## src/rtl/gpio_bcd_display.sv

```systemverilog
// gpio_bcd_display
//   Watches the CPU GPIO output word, converts it to decimal with an iterative
//   shift-add-3 (double-dabble) engine and drives active-low seven-segment
//   digits. A conversion starts automatically whenever the watched word
//   differs from the last captured one, so software needs no handshake.
//
// Ports
//   clk       : single clock, rising edge
//   rst       : asynchronous reset, active-low
//   value_in  : binary value to display (CPU gpio_out)
//   bcd_out   : last completed conversion, digit 0 in [3:0]
//   hex_out   : segments, digit k in [7k+6:7k], bit6 = g .. bit0 = a, active-low
//   busy      : conversion in progress (state not IDLE)
//   valid     : a conversion has completed since reset
//   overflow  : last result has a nonzero digit beyond the physical display
module gpio_bcd_display #(
    parameter int IN_WIDTH   = 32,
    parameter int BCD_DIGITS = 10,
    parameter int HEX_DIGITS = 8
) (
    input  logic                      clk,
    input  logic                      rst,
    input  logic [IN_WIDTH-1:0]       value_in,
    output logic [4*BCD_DIGITS-1:0]   bcd_out,
    output logic [7*HEX_DIGITS-1:0]   hex_out,
    output logic                      busy,
    output logic                      valid,
    output logic                      overflow
);

    localparam int CNT_W = $clog2(IN_WIDTH + 1);
    localparam int ACC_W = 4 * BCD_DIGITS;
    localparam int HEX_W = 7 * HEX_DIGITS;

    localparam logic [6:0] SEG_BLANK = 7'b1111111;
    localparam logic [6:0] SEG_DASH  = 7'b0111111;

    typedef enum logic [1:0] {IDLE, SHIFT, DONE} state_t;

    state_t              state, next_state;
    logic [IN_WIDTH-1:0] last_val;
    logic [IN_WIDTH-1:0] bin_sr;
    logic [ACC_W-1:0]    bcd_acc;
    logic [CNT_W-1:0]    cnt;
    logic                pending;

    logic                start;
    logic                last_step;
    logic [ACC_W-1:0]    adj;
    logic                ovf_next;
    logic [HEX_W-1:0]    hex_next;
    logic                leading;

    function automatic logic [6:0] seg7(input logic [3:0] d);
        case (d)
            4'd0:    seg7 = 7'b1000000;
            4'd1:    seg7 = 7'b1111001;
            4'd2:    seg7 = 7'b0100100;
            4'd3:    seg7 = 7'b0110000;
            4'd4:    seg7 = 7'b0011001;
            4'd5:    seg7 = 7'b0010010;
            4'd6:    seg7 = 7'b0000010;
            4'd7:    seg7 = 7'b1111000;
            4'd8:    seg7 = 7'b0000000;
            4'd9:    seg7 = 7'b0010000;
            default: seg7 = SEG_BLANK;
        endcase
    endfunction

    // A forced (post-reset) conversion or any change of the watched word.
    assign start     = pending || (value_in != last_val);
    assign last_step = (cnt == CNT_W'(IN_WIDTH - 1));
    assign busy      = (state != IDLE);

    // NOTE: state registers use non-blocking assignments so every flop samples
    // pre-edge values regardless of block ordering.
    always_ff @(posedge clk or negedge rst) begin
        if (!rst) state <= IDLE;
        else      state <= next_state;
    end

    // NOTE: every variable gets a default before any branch, so no path leaves
    // it unassigned and no latch is inferred.
    always_comb begin
        next_state = state;
        case (state)
            IDLE:    if (start) next_state = SHIFT;
            SHIFT:   if (last_step) next_state = DONE;
            DONE:    next_state = IDLE;
            default: next_state = IDLE;
        endcase
    end

    // Add-3 correction, result decode and overflow detection.
    always_comb begin
        adj      = bcd_acc;
        ovf_next = 1'b0;
        hex_next = '1;
        leading  = 1'b1;
        for (int i = 0; i < BCD_DIGITS; i++) begin
            // Nibbles never exceed 9 here, so +3 stays within the nibble.
            if (bcd_acc[4*i +: 4] >= 4'd5) adj[4*i +: 4] = bcd_acc[4*i +: 4] + 4'd3;
        end
        for (int i = HEX_DIGITS; i < BCD_DIGITS; i++) begin
            if (bcd_acc[4*i +: 4] != 4'd0) ovf_next = 1'b1;
        end
        // Walk from the top digit down; digits stay blank until the first
        // nonzero one, and digit 0 is always shown.
        for (int k = HEX_DIGITS - 1; k >= 0; k--) begin
            if (bcd_acc[4*k +: 4] != 4'd0) leading = 1'b0;
            if (ovf_next)
                hex_next[7*k +: 7] = SEG_DASH;
            else if (!leading || k == 0)
                hex_next[7*k +: 7] = seg7(bcd_acc[4*k +: 4]);
        end
    end

    always_ff @(posedge clk or negedge rst) begin
        if (!rst) begin
            last_val <= '0;
            bin_sr   <= '0;
            bcd_acc  <= '0;
            cnt      <= '0;
            pending  <= 1'b1;
            bcd_out  <= '0;
            hex_out  <= '1;
            valid    <= 1'b0;
            overflow <= 1'b0;
        end else begin
            case (state)
                IDLE: begin
                    if (start) begin
                        last_val <= value_in;
                        bin_sr   <= value_in;
                        bcd_acc  <= '0;
                        cnt      <= '0;
                        pending  <= 1'b0;
                    end
                end
                SHIFT: begin
                    bcd_acc <= (adj << 1) | ACC_W'(bin_sr[IN_WIDTH-1]);
                    bin_sr  <= bin_sr << 1;
                    cnt     <= cnt + CNT_W'(1);
                end
                DONE: begin
                    bcd_out  <= bcd_acc;
                    overflow <= ovf_next;
                    valid    <= 1'b1;
                    hex_out  <= hex_next;
                end
                default: ;
            endcase
        end
    end

endmodule

```

## config.mk

```make
export PLATFORM = sky130hd
export DESIGN_NAME = gpio_bcd_display
export DESIGN_NICKNAME = d
export VERILOG_FILES = /design/src/rtl/gpio_bcd_display.sv
export SDC_FILE = /design/constraint.sdc
export NUM_CORES = 1
export LEC_CHECK = 0
export CORE_MARGIN = 2
export CORE_UTILIZATION = 35
export DETAILED_ROUTE_END_ITERATION = 6
export PLACE_DENSITY = 0.57
export SLEW_MARGIN = 20
export SYNTH_ARGS = -nofsm -noshare
export SYNTH_HDL_FRONTEND = slang
export SYNTH_SLANG_ARGS = --single-unit
```

## constraint.sdc

```tcl
create_clock -name clk -period 5.5 [get_ports clk]
set_input_delay 1.1 -clock clk [delete_from_list [all_inputs] [get_ports clk]]
set_output_delay 1.1 -clock clk [all_outputs]
set_load 0.02 [all_outputs]
```

Word-level counts from Yosys, hierarchy flattened
Memories as Yosys holds them, arrays and structs flattened.
Index checks and enable logic that the tools add are counted.
Word-level totals
  flip-flop bits (word level): 211
  ROM bits: 896
  bits of input ports: 34
  output and inout bits: 99
  logic and storage cells: 105
  memories: 8
Memory list
  (name not given): words 16, width 7, read ports 1, clocked after memory_dff 0, wr ports 0, RTL line 55  | case (d)
  (name not given): words 16, width 7, read ports 1, clocked after memory_dff 0, wr ports 0, RTL line 55
  (name not given): words 16, width 7, read ports 1, clocked after memory_dff 0, wr ports 0, RTL line 55
  (name not given): words 16, width 7, read ports 1, clocked after memory_dff 0, wr ports 0, RTL line 55
  (name not given): words 16, width 7, read ports 1, clocked after memory_dff 0, wr ports 0, RTL line 55
  (name not given): words 16, width 7, read ports 1, clocked after memory_dff 0, wr ports 0, RTL line 55
  2 more memories
Operators by class
  add/subtract/negate cells: 11
  magnitude comparators: 10
  eq/ne operators: 6
  muxes and demuxes: 43
  bitwise gates (word level): 1
  reduce and logical (&&, ||, !) cells: 16
Operator list (number)
  2-to-1 mux 7 bit: 15
  case mux 40 bit (2 select lines): 1
  case mux 32 bit (2 select lines): 1
  >= comparator 4 x 3 -> 1 bit (second input constant): 10
  2-to-1 mux 40 bit: 1
  OR 40 x 1 -> 40 bit: 1
  adder 4 x 2 -> 4 bit (second input constant): 9
  2-to-1 mux 4 bit: 9
  nonzero test 4 bit: 9
  2-to-1 mux 32 bit: 1
  inequality test 32 bit: 1
  case mux 6 bit (2 select lines): 1
  2-to-1 mux 1 bit: 9
  adder 6 x 1 -> 6 bit (second input constant): 1
  == test 6 x 5 -> 1 bit (second input constant): 1
  2-to-1 mux 6 bit: 1
  AND reduction 2 bit: 3
  2-to-1 mux 2 bit: 2
  inequality test 2 bit (second input constant): 2
  case mux 2 bit (2 select lines): 1
  nonzero test 2 bit: 2
  adder 3 x 2 -> 3 bit (second input constant): 1
  2-to-1 mux 3 bit: 1
  == test 2 x 1 -> 1 bit (second input constant): 1
  3 further kinds: 3

Logic depth before layout (Yosys ltp)
  depth in word-level cells: 10
  gate-level depth with buffers: 8

Least setup slack after synthesis
OpenSTA, ideal clock, no wires.
  path kind: in2reg
  start point: in value_in[17]
  end point: reg last_val[29]
  setup time: 0.127 ns
  data arrival time: 2.638 ns
  setup slack: 2.735 ns
  stages: 7
  buffers on the path: 2
  path through: nor2b_1 a2111oi_2 nand4_1 o31ai_2 buf_6 buf_6 mux2_1
Between the ends
  longest elaborated chain between the ends: 3
Ends and longest elaborated chain
  start: declaration: RTL line 23  | input logic [IN_WIDTH-1:0] value_in,
  inequality test 32 bit: RTL line 71  | assign start = pending || (value_in != last_val);
  logical OR 1 bit: RTL line 71
  AND reduction 2 bit (no source line)
  end signal: assignment: RTL line 133  | last_val <= value_in;
  end: declaration: RTL line 41  | logic [IN_WIDTH-1:0] last_val;
No other way between the ends.
A chain may end at the register's enable or synchronous reset.

Final worst setup path
  start point: reg state[0]
  end point: out busy
Between the ends
  longest elaborated chain between the ends: 1
Ends and longest elaborated chain
  start: declaration: RTL line 40  | state_t state, next_state;
  start signal: assignment: RTL line 79  | else state <= next_state;
  nonzero test 2 bit: RTL line 73  | assign busy = (state != IDLE);
  end: declaration: RTL line 26  | output logic busy,
No other way between the ends.

==> report_table.html <==
<table>
<tr><th>Metric</th><th>Value</th></tr>
<tr><th colspan="2">Power and ir drop</th></tr>
<tr><td>Peak supply drop</td><td>0.175 mV</td></tr>
<tr><td>Leakage power figure</td><td>5.74 nW</td></tr>
<tr><td>Overall power of the completed layout</td><td>0.00317 W</td></tr>
<tr><td>Power density normalized to cell area</td><td>243 nW/um^2</td></tr>
<tr><th colspan="2">GRT</th></tr>
<tr><td>Initial antenna violation count</td><td>0</td></tr>
<tr><td>Via count of the first global-routing pass</td><td>8066</td></tr>
<tr><td>Congestion Overflow GR</td><td>0</td></tr>
<tr><td>Largest net degree at the start of global routing</td><td>120</td></tr>
<tr><td>Total track usage</td><td>17.1%</td></tr>
<tr><td>Global-route wire length before repair</td><td>43.6 mm</td></tr>
<tr><th colspan="2">Finish</th></tr>
<tr><td>Post-route insts no fill</td><td>1586</td></tr>
<tr><td>Number of antenna cells inserted</td><td>0</td></tr>
<tr><td>Number of nets at the end of the flow</td><td>1260</td></tr>
<tr><td>Relative area change from synthesis to final layout</td><td>22.9%</td></tr>
<tr><td>Proportion of layout cells with a drive suffix above 1</td><td>16.1%</td></tr>
<tr><td>Sequential cell area in the final layout</td><td>5350 um^2</td></tr>
<tr><td>Area used by multi-input combinational logic</td><td>4820 um^2</td></tr>
<tr><td>Filler cell count in the final layout</td><td>2865</td></tr>
<tr><th colspan="2">Setup path</th></tr>
<tr><td>Crit Path Class</td><td>reg -&gt; out</td></tr>
<tr><td>Critical Path RT</td><td>4400 ps</td></tr>
<tr><td>Endpoint type of the worst setup path</td><td>output pin</td></tr>
<tr><td>Largest fanout of any net on the critical path</td><td>8</td></tr>
<tr><td>Kind of start point of the critical path</td><td>flip-flop</td></tr>
<tr><td>Arrival @ worst endpoint</td><td>2310 ps</td></tr>
<tr><th colspan="2">Synth</th></tr>
<tr><td>Flop and latch count out of synthesis</td><td>211</td></tr>
<tr><td>Multiplexer area fraction after synthesis</td><td>3.94%</td></tr>
<tr><td>Share of synthesized cell area in full adder, half adder and majority cells</td><td>5.77%</td></tr>
<tr><td>Nets in the synthesized netlist</td><td>1148</td></tr>
<tr><td>Synthesis Warnings</td><td>0</td></tr>
<tr><td>Complex-gate fraction of the synthesized area</td><td>18.1%</td></tr>
<tr><td>Count of mapped cells out of synthesis</td><td>1065</td></tr>
<tr><td>Primary flip-flop cell chosen by synthesis mapping</td><td>sky130_fd_sc_hd__dfrtp_1</td></tr>
<tr><td>Average instance area after synthesis</td><td>9.97 um^2</td></tr>
<tr><td>Post-synthesis instance area</td><td>10600 um^2</td></tr>
<tr><td>Cell with the most instances after synthesis</td><td>sky130_fd_sc_hd__dfrtp_1</td></tr>
<tr><td>Largest cells by area after synthesis</td><td>sky130_fd_sc_hd__dfrtp_1 (36%), sky130_fd_sc_hd__dfstp_2 (14%), sky130_fd_sc_hd__ha_1 (5.8%), sky130_fd_sc_hd__o21ai_0 (4.7%), sky130_fd_sc_hd__nand2_1 (4.0%)</td></tr>
<tr><td>Cell types with the highest counts after synthesis</td><td>sky130_fd_sc_hd__dfrtp_1 (154), sky130_fd_sc_hd__nand2_1 (112), sky130_fd_sc_hd__o21ai_0 (99)</td></tr>
<tr><td>Synthesized-area fraction occupied by xor and xnor cells</td><td>3.55%</td></tr>
<tr><td>Synth top area share</td><td>36.3%</td></tr>
<tr><td>Synthesized-area fraction occupied by and/or/nand/nor cells</td><td>13.7%</td></tr>
<tr><td>Cell taking the most area after synthesis</td><td>sky130_fd_sc_hd__dfrtp_1</td></tr>
<tr><td>Fraction of registers with async set/reset</td><td>100%</td></tr>
<tr><td>Post-synth cell types</td><td>60</td></tr>
<tr><td>Dominant combinational cell family by area after synthesis</td><td>compound AO/OA/AOI/OAI gates</td></tr>
<tr><td>Seq/Total Area, Yosys</td><td>50.4%</td></tr>
<tr><td>Number of synthesized flops with an enable pin</td><td>0</td></tr>
<tr><th colspan="2">Clocking</th></tr>
<tr><td>Clock-pin slew on the worst setup and hold paths</td><td>60 ps</td></tr>
<tr><td>Library cell used as clock root buffer</td><td>sky130_fd_sc_hd__clkbuf_16</td></tr>
<tr><td>H-Tree Level Count</td><td>1</td></tr>
<tr><td>Count of clock tree sinks</td><td>211</td></tr>
<tr><td>Latest clock arrival within the worst-skew pair</td><td>530 ps</td></tr>
<tr><td>Worst-case clock buffer depth</td><td>3</td></tr>
<tr><td>Number of resized instances in the post-cts repair step</td><td>0</td></tr>
<tr><td>Total clock buffers created by CTS</td><td>25</td></tr>
<tr><td>CTS tree</td><td>done</td></tr>
<tr><td>Hold bufs inserted after CTS</td><td>0</td></tr>
<tr><td>Post-CTS setup buffer count</td><td>0</td></tr>
<tr><th colspan="2">STA</th></tr>
<tr><td>Slew margin rel.</td><td>47.7%</td></tr>
<tr><td>Pins Over Slew Limit</td><td>0</td></tr>
<tr><td>Fin Setup TNS</td><td>0 ps</td></tr>
<tr><td>Final number of hold-violating endpoints</td><td>0</td></tr>
<tr><td>Minimum clock period</td><td>3410 ps</td></tr>
<tr><td>Upper clock frequency limit</td><td>294 MHz</td></tr>
<tr><td>Worst setup skew after layout</td><td>23.4 ps</td></tr>
<tr><td>Slew at the pin with the worst max-slew slack</td><td>785 ps</td></tr>
<tr><td>Post-route fraction of the period consumed by the critical path</td><td>61.9%</td></tr>
<tr><td>Number of setup violations in the final report</td><td>0</td></tr>
<tr><td>Setup repair after global routing missed its margin</td><td>false</td></tr>
<tr><th colspan="2">Drt</th></tr>
<tr><td>Via total after detailed routing</td><td>8168</td></tr>
<tr><td>DRC viols</td><td>0</td></tr>
<tr><td>Wirelength, routed</td><td>26.7 mm</td></tr>
<tr><td>Detailed-router iteration count before antenna repair</td><td>5</td></tr>
<tr><td>Mean number of vias per cell</td><td>5.15</td></tr>
<tr><td>1st-iter DRT viols</td><td>468</td></tr>
<tr><td>Number of antenna-violating nets in the routed design</td><td>0</td></tr>
<tr><td>WL per Instance</td><td>16.8 um</td></tr>
<tr><th colspan="2">Floorplanning</th></tr>
<tr><td>Total I/O pin count</td><td>133</td></tr>
<tr><td>FP Rows</td><td>63</td></tr>
<tr><td>Area of the core</td><td>29700 um^2</td></tr>
<tr><td>Starting Density</td><td>35.7%</td></tr>
<tr><td>Die area</td><td>31700 um^2</td></tr>
<tr><td>Horizontal extent of the die</td><td>178 um</td></tr>
<tr><td>Vertical die dimension</td><td>178 um</td></tr>
<tr><th colspan="2">Placement</th></tr>
<tr><td>Final weighted congestion of routability-driven global placement</td><td>0.805</td></tr>
<tr><td>Count of port buffers added during placement</td><td>132</td></tr>
<tr><td>HPWL after detailed placement</td><td>18.3 mm</td></tr>
<tr><td>Dpl cells</td><td>1540</td></tr>
<tr><th colspan="2">Min path</th></tr>
<tr><td>Path category of the worst min-delay check</td><td>reg -&gt; reg</td></tr>
<tr><th colspan="2">Flow run</th></tr>
<tr><td># Max-Cap Violations</td><td>0</td></tr>
<tr><th colspan="2">Status</th></tr>
<tr><td>Result of the run</td><td>complete, no violations</td></tr>
</table>
==> layer usage <==
layer	vias up	GRT usage (%)	part of all wire, %
li1	3966	-	-
met2	178	27.2	45
met4	0	3.62	1.4
met3	34	2.81	5.1
met5	-	0	0
met1	3990	24.5	48
==> worst max-delay path: stages (launching register included) <==
cell and delay, ps:
sky130_fd_sc_hd__dfrtp_1 510, sky130_fd_sc_hd__nor2_1 530, sky130_fd_sc_hd__inv_1 160, sky130_fd_sc_hd__clkdlybuf4s50_1 570
==> final timing paths <==
check                       startpoint           to  slack [ps]  cells after the start
setup reg to reg           bcd_acc[32]  hex_out[12]        2510                      7
max in group asynchronous          rst   bin_sr[21]        3790                      2
hold / removal                   valid        valid         470                      1
min in group asynchronous          rst        valid         610                      1
setup / recovery              state[0]         busy        2090                      3
hold reg to reg                  valid        valid         470                      1
==> state kept, by name, indices dropped and copies added, names as in the netlist <==
register	flops
bcd_out	40
cnt	6
bin_sr	32
bcd_acc	40
overflow	1
last_val	32
valid	1
hex_out	56
state	2
pending	1
==> where the power goes <==
group	switching, W	internal (W)	leakage (nW)
clock	0.000646	0.000884	0.364
combinational	0.0000519	0.0000292	2.68
sequential	0.000000243	0.00156	2.69
==> cell usage in the layout (no fill, tap or decap), types with 12 or more instances in the layout <==
cell and count:
sky130_fd_sc_hd__nor2_1 95, sky130_fd_sc_hd__clkbuf_1 12, sky130_fd_sc_hd__inv_1 52, sky130_fd_sc_hd__or2_2 31, sky130_fd_sc_hd__nand2b_1 16, sky130_fd_sc_hd__o21ai_0 99, sky130_fd_sc_hd__clkbuf_16 25, sky130_fd_sc_hd__clkdlybuf4s50_1 131
sky130_fd_sc_hd__o221a_2 22, sky130_fd_sc_hd__mux2_2 27, sky130_fd_sc_hd__xor2_1 29, sky130_fd_sc_hd__a21oi_1 72, sky130_fd_sc_hd__nand2_1 111, sky130_fd_sc_hd__dfstp_2 57, sky130_fd_sc_hd__o22ai_1 28, sky130_fd_sc_hd__nand3_1 13
sky130_fd_sc_hd__xnor2_1 14, sky130_fd_sc_hd__dfrtp_1 154, sky130_fd_sc_hd__ha_1 49
==> cell families after synthesis <==
group	after synthesis
XOR/XNOR	43
AND/OR/NAND/NOR	313
flip-flops	211
AO/OA/AOI/OAI	296
multiplexers	38
adder cells (fa/ha/maj)	49
buffers and inverters	115
==> area by class of cell <==
type	instances	area share, %
Clock buffer	40	5.46
Inverter	57	1.64
Sequential cell	211	41.0
Clock inverter	6	0.278
Timing Repair Buffer	143	10.9
Tap cell	390	3.74
Multi-Input combinational cell	739	37.0
==> stage by stage <==
step	hold WS, ps	util [%]	setup WS, ps	instance area (um^2)
6_report	467	43.9	2090	13000
5_1_grt	481	43.9	2020	13000
4_1_cts	475	43.9	2110	13000
3_5_place_dp	462	41.4	1740	12300
3_3_place_gp	451	41.4	1780	12300
2_1_floorplan	451	-	2730	10600
Power figures use the tool's default switching activity.
==> RTL change, RTL diff (same settings) <==
`IN_WIDTH`: 32 -> 64.
--- a/src/rtl/gpio_bcd_display.sv
+++ b/src/rtl/gpio_bcd_display.sv
@@ -15,5 +15,5 @@
 //   overflow  : last result has a nonzero digit beyond the physical display
 module gpio_bcd_display #(
-    parameter int IN_WIDTH   = 32,
+    parameter int IN_WIDTH   = 64,
     parameter int BCD_DIGITS = 10,
     parameter int HEX_DIGITS = 8
Interface: changed (resized value_in); port bits go from 133 to 165. The function was not compared with the original's and may differ.
==> RTL change against the original RTL <==
- worst setup slack worse by 0.47 ns
- sequential cell count increased by 65
- synthesized area increased by 28%
- routed wire length grew 40%
- total power rose by 120%
- global-route usage up 1.3 points
- cell area rose by 30%
- utilization barely moved
==> RTL change: results (changes against the original RTL) <==
Part of the total power dissipated in combinational logic: 0.283 (+0.257). The proportion of total power due to net switching is 0.345 (+0.124). The parity-gate share of the synthesized area counting xor and xnor cells works out to 0.0388 (+0.00331). The global-route wire length before repair is 59200 µm (+36%). The largest registers in the layout are bin_sr x64, last_val x64, hex_out x56. The run finished with clean final reports.

The via count of the first global-routing pass was 10400 (+29%). The pre-CTS setup slack was 1.09 ns (-0.645 ns); the total placed cells including tap cells was 1936 (+26%). Total leakage power: 7.29 nW (+27%). The post-synthesis compound-gate area fraction works out to 0.172 (-0.00914). For the number of fill cells in the layout, the log shows 3685 (+29%). By area the synthesized netlist is led by sky130_fd_sc_hd__dfrtp_1 40%, sky130_fd_sc_hd__dfstp_2 11%, sky130_fd_sc_hd__mux2_2 5.3%.

The share of the yosys chip area belonging to registers is 0.515 (+0.0110), and the count of buffers from port buffering is 164 (+24%). The count of nets after finishing is 1570 (+25%), and the average via count per standard cell is 5.28 (+2.6%). For the post-synthesis cell count, the log shows 1312 (+23%). The relative slew slack is 0.358 (-0.118).

The arrival time at the worst endpoint is 4.28 ns (+1.97 ns), and the total non-filler cell area in the finished layout is 16900 µm² (+30%). The logs give 63 (+5.0%) for the unique cell type count in the Yosys netlist and 0.184 (+0.0133) for the overall routing resource usage. The peak supply drop was 0.000240 V (+38%). The synthesized-area fraction occupied by adder cells came out at 0.0452 (-0.0125). The multiplexer fraction of the synthesized cell area is 0.0561 (+0.0168), and the fraction of final layout cells with drive strength greater than 1 is 0.143 (-0.0182).

The logs give 615 (+31%) for the initial DRC count and 0.0156 ns (-0.00781 ns) for the clock tree skew after final layout. Final cell count without fillers: 1999 (+26%). The total power draw was 6.89 mW (+120%). The logs give 124 (+3.3%) for the pin count of the biggest net entering global routing and 15700 µm² (+28%) for the post-place instance area. The run gives 2 (+1) as the maximum level of the CTS H-tree. For the number of nets in the synthesized netlist, the log shows 1427 (+24%).

By count the netlist is led by 219 x sky130_fd_sc_hd__dfrtp_1, 135 x sky130_fd_sc_hd__nand2_1, 97 x sky130_fd_sc_hd__o21ai_0, 96 x sky130_fd_sc_hd__nor2_1, 65 x sky130_fd_sc_hd__a21oi_1. The tools report the total wire length after detailed routing as 37500 µm (+40%).
-- RTL change: cell families (layout without fill, tap and decap cells) --
family | after synthesis | in the layout
muxes | 68 | 68
AOI/OAI and AO/OA | 342 | 342
xor gates and xnor gates | 60 | 60
DFF | 276 | 276
and+or+nand+nor | 374 | 374
buffers and inverters | 143 | 312
adders and majority gates | 49 | 49
-- RTL change: per-layer routing --
layer,GRT usage,wire length (µm),up-vias
met2,0.305,17700,262
li1,-,-,4986
met3,0.0271,1630,56
met5,0,0,-
met1,0.254,17500,5255
met4,0.0455,740,0
-- RTL change: final timing paths --
| path | from | to | slack (ns) | cells past startpoint |
|---|---|---|---|---|
| setup / recovery | value_in[59] | last_val[11] | 1.62 | 8 |
| hold / removal | hex_out[48] | hex_out[48] | 0.46 | 2 |
| setup reg to reg | last_val[57] | last_val[11] | 2.26 | 7 |
| hold reg to reg | hex_out[48] | hex_out[48] | 0.46 | 2 |
| max in group asynchronous | rst | pending | 3.77 | 2 |
| min in group asynchronous | rst | bcd_out[12] | 0.71 | 1 |
-- RTL change: area by class of cell --
cell class	count	share of cell area
Sequential cell	276	0.413
Clock buffer	49	0.0616
Multi-Input combinational cell	893	0.357
Timing Repair Buffer	183	0.108
Tap cell	518	0.0384
Clock inverter	14	0.00755
Inverter	66	0.0147
-- RTL change: critical path, cell delays in order --
cell and delay, ns:
sky130_fd_sc_hd__clkdlybuf4s50_1 0.54, sky130_fd_sc_hd__nor2b_1 0.08, sky130_fd_sc_hd__a2111o_1 0.37, sky130_fd_sc_hd__a2111o_1 0.38, sky130_fd_sc_hd__nor4_2 0.54, sky130_fd_sc_hd__a21o_2 0.59
sky130_fd_sc_hd__buf_4 0.32, sky130_fd_sc_hd__mux2_2 0.36
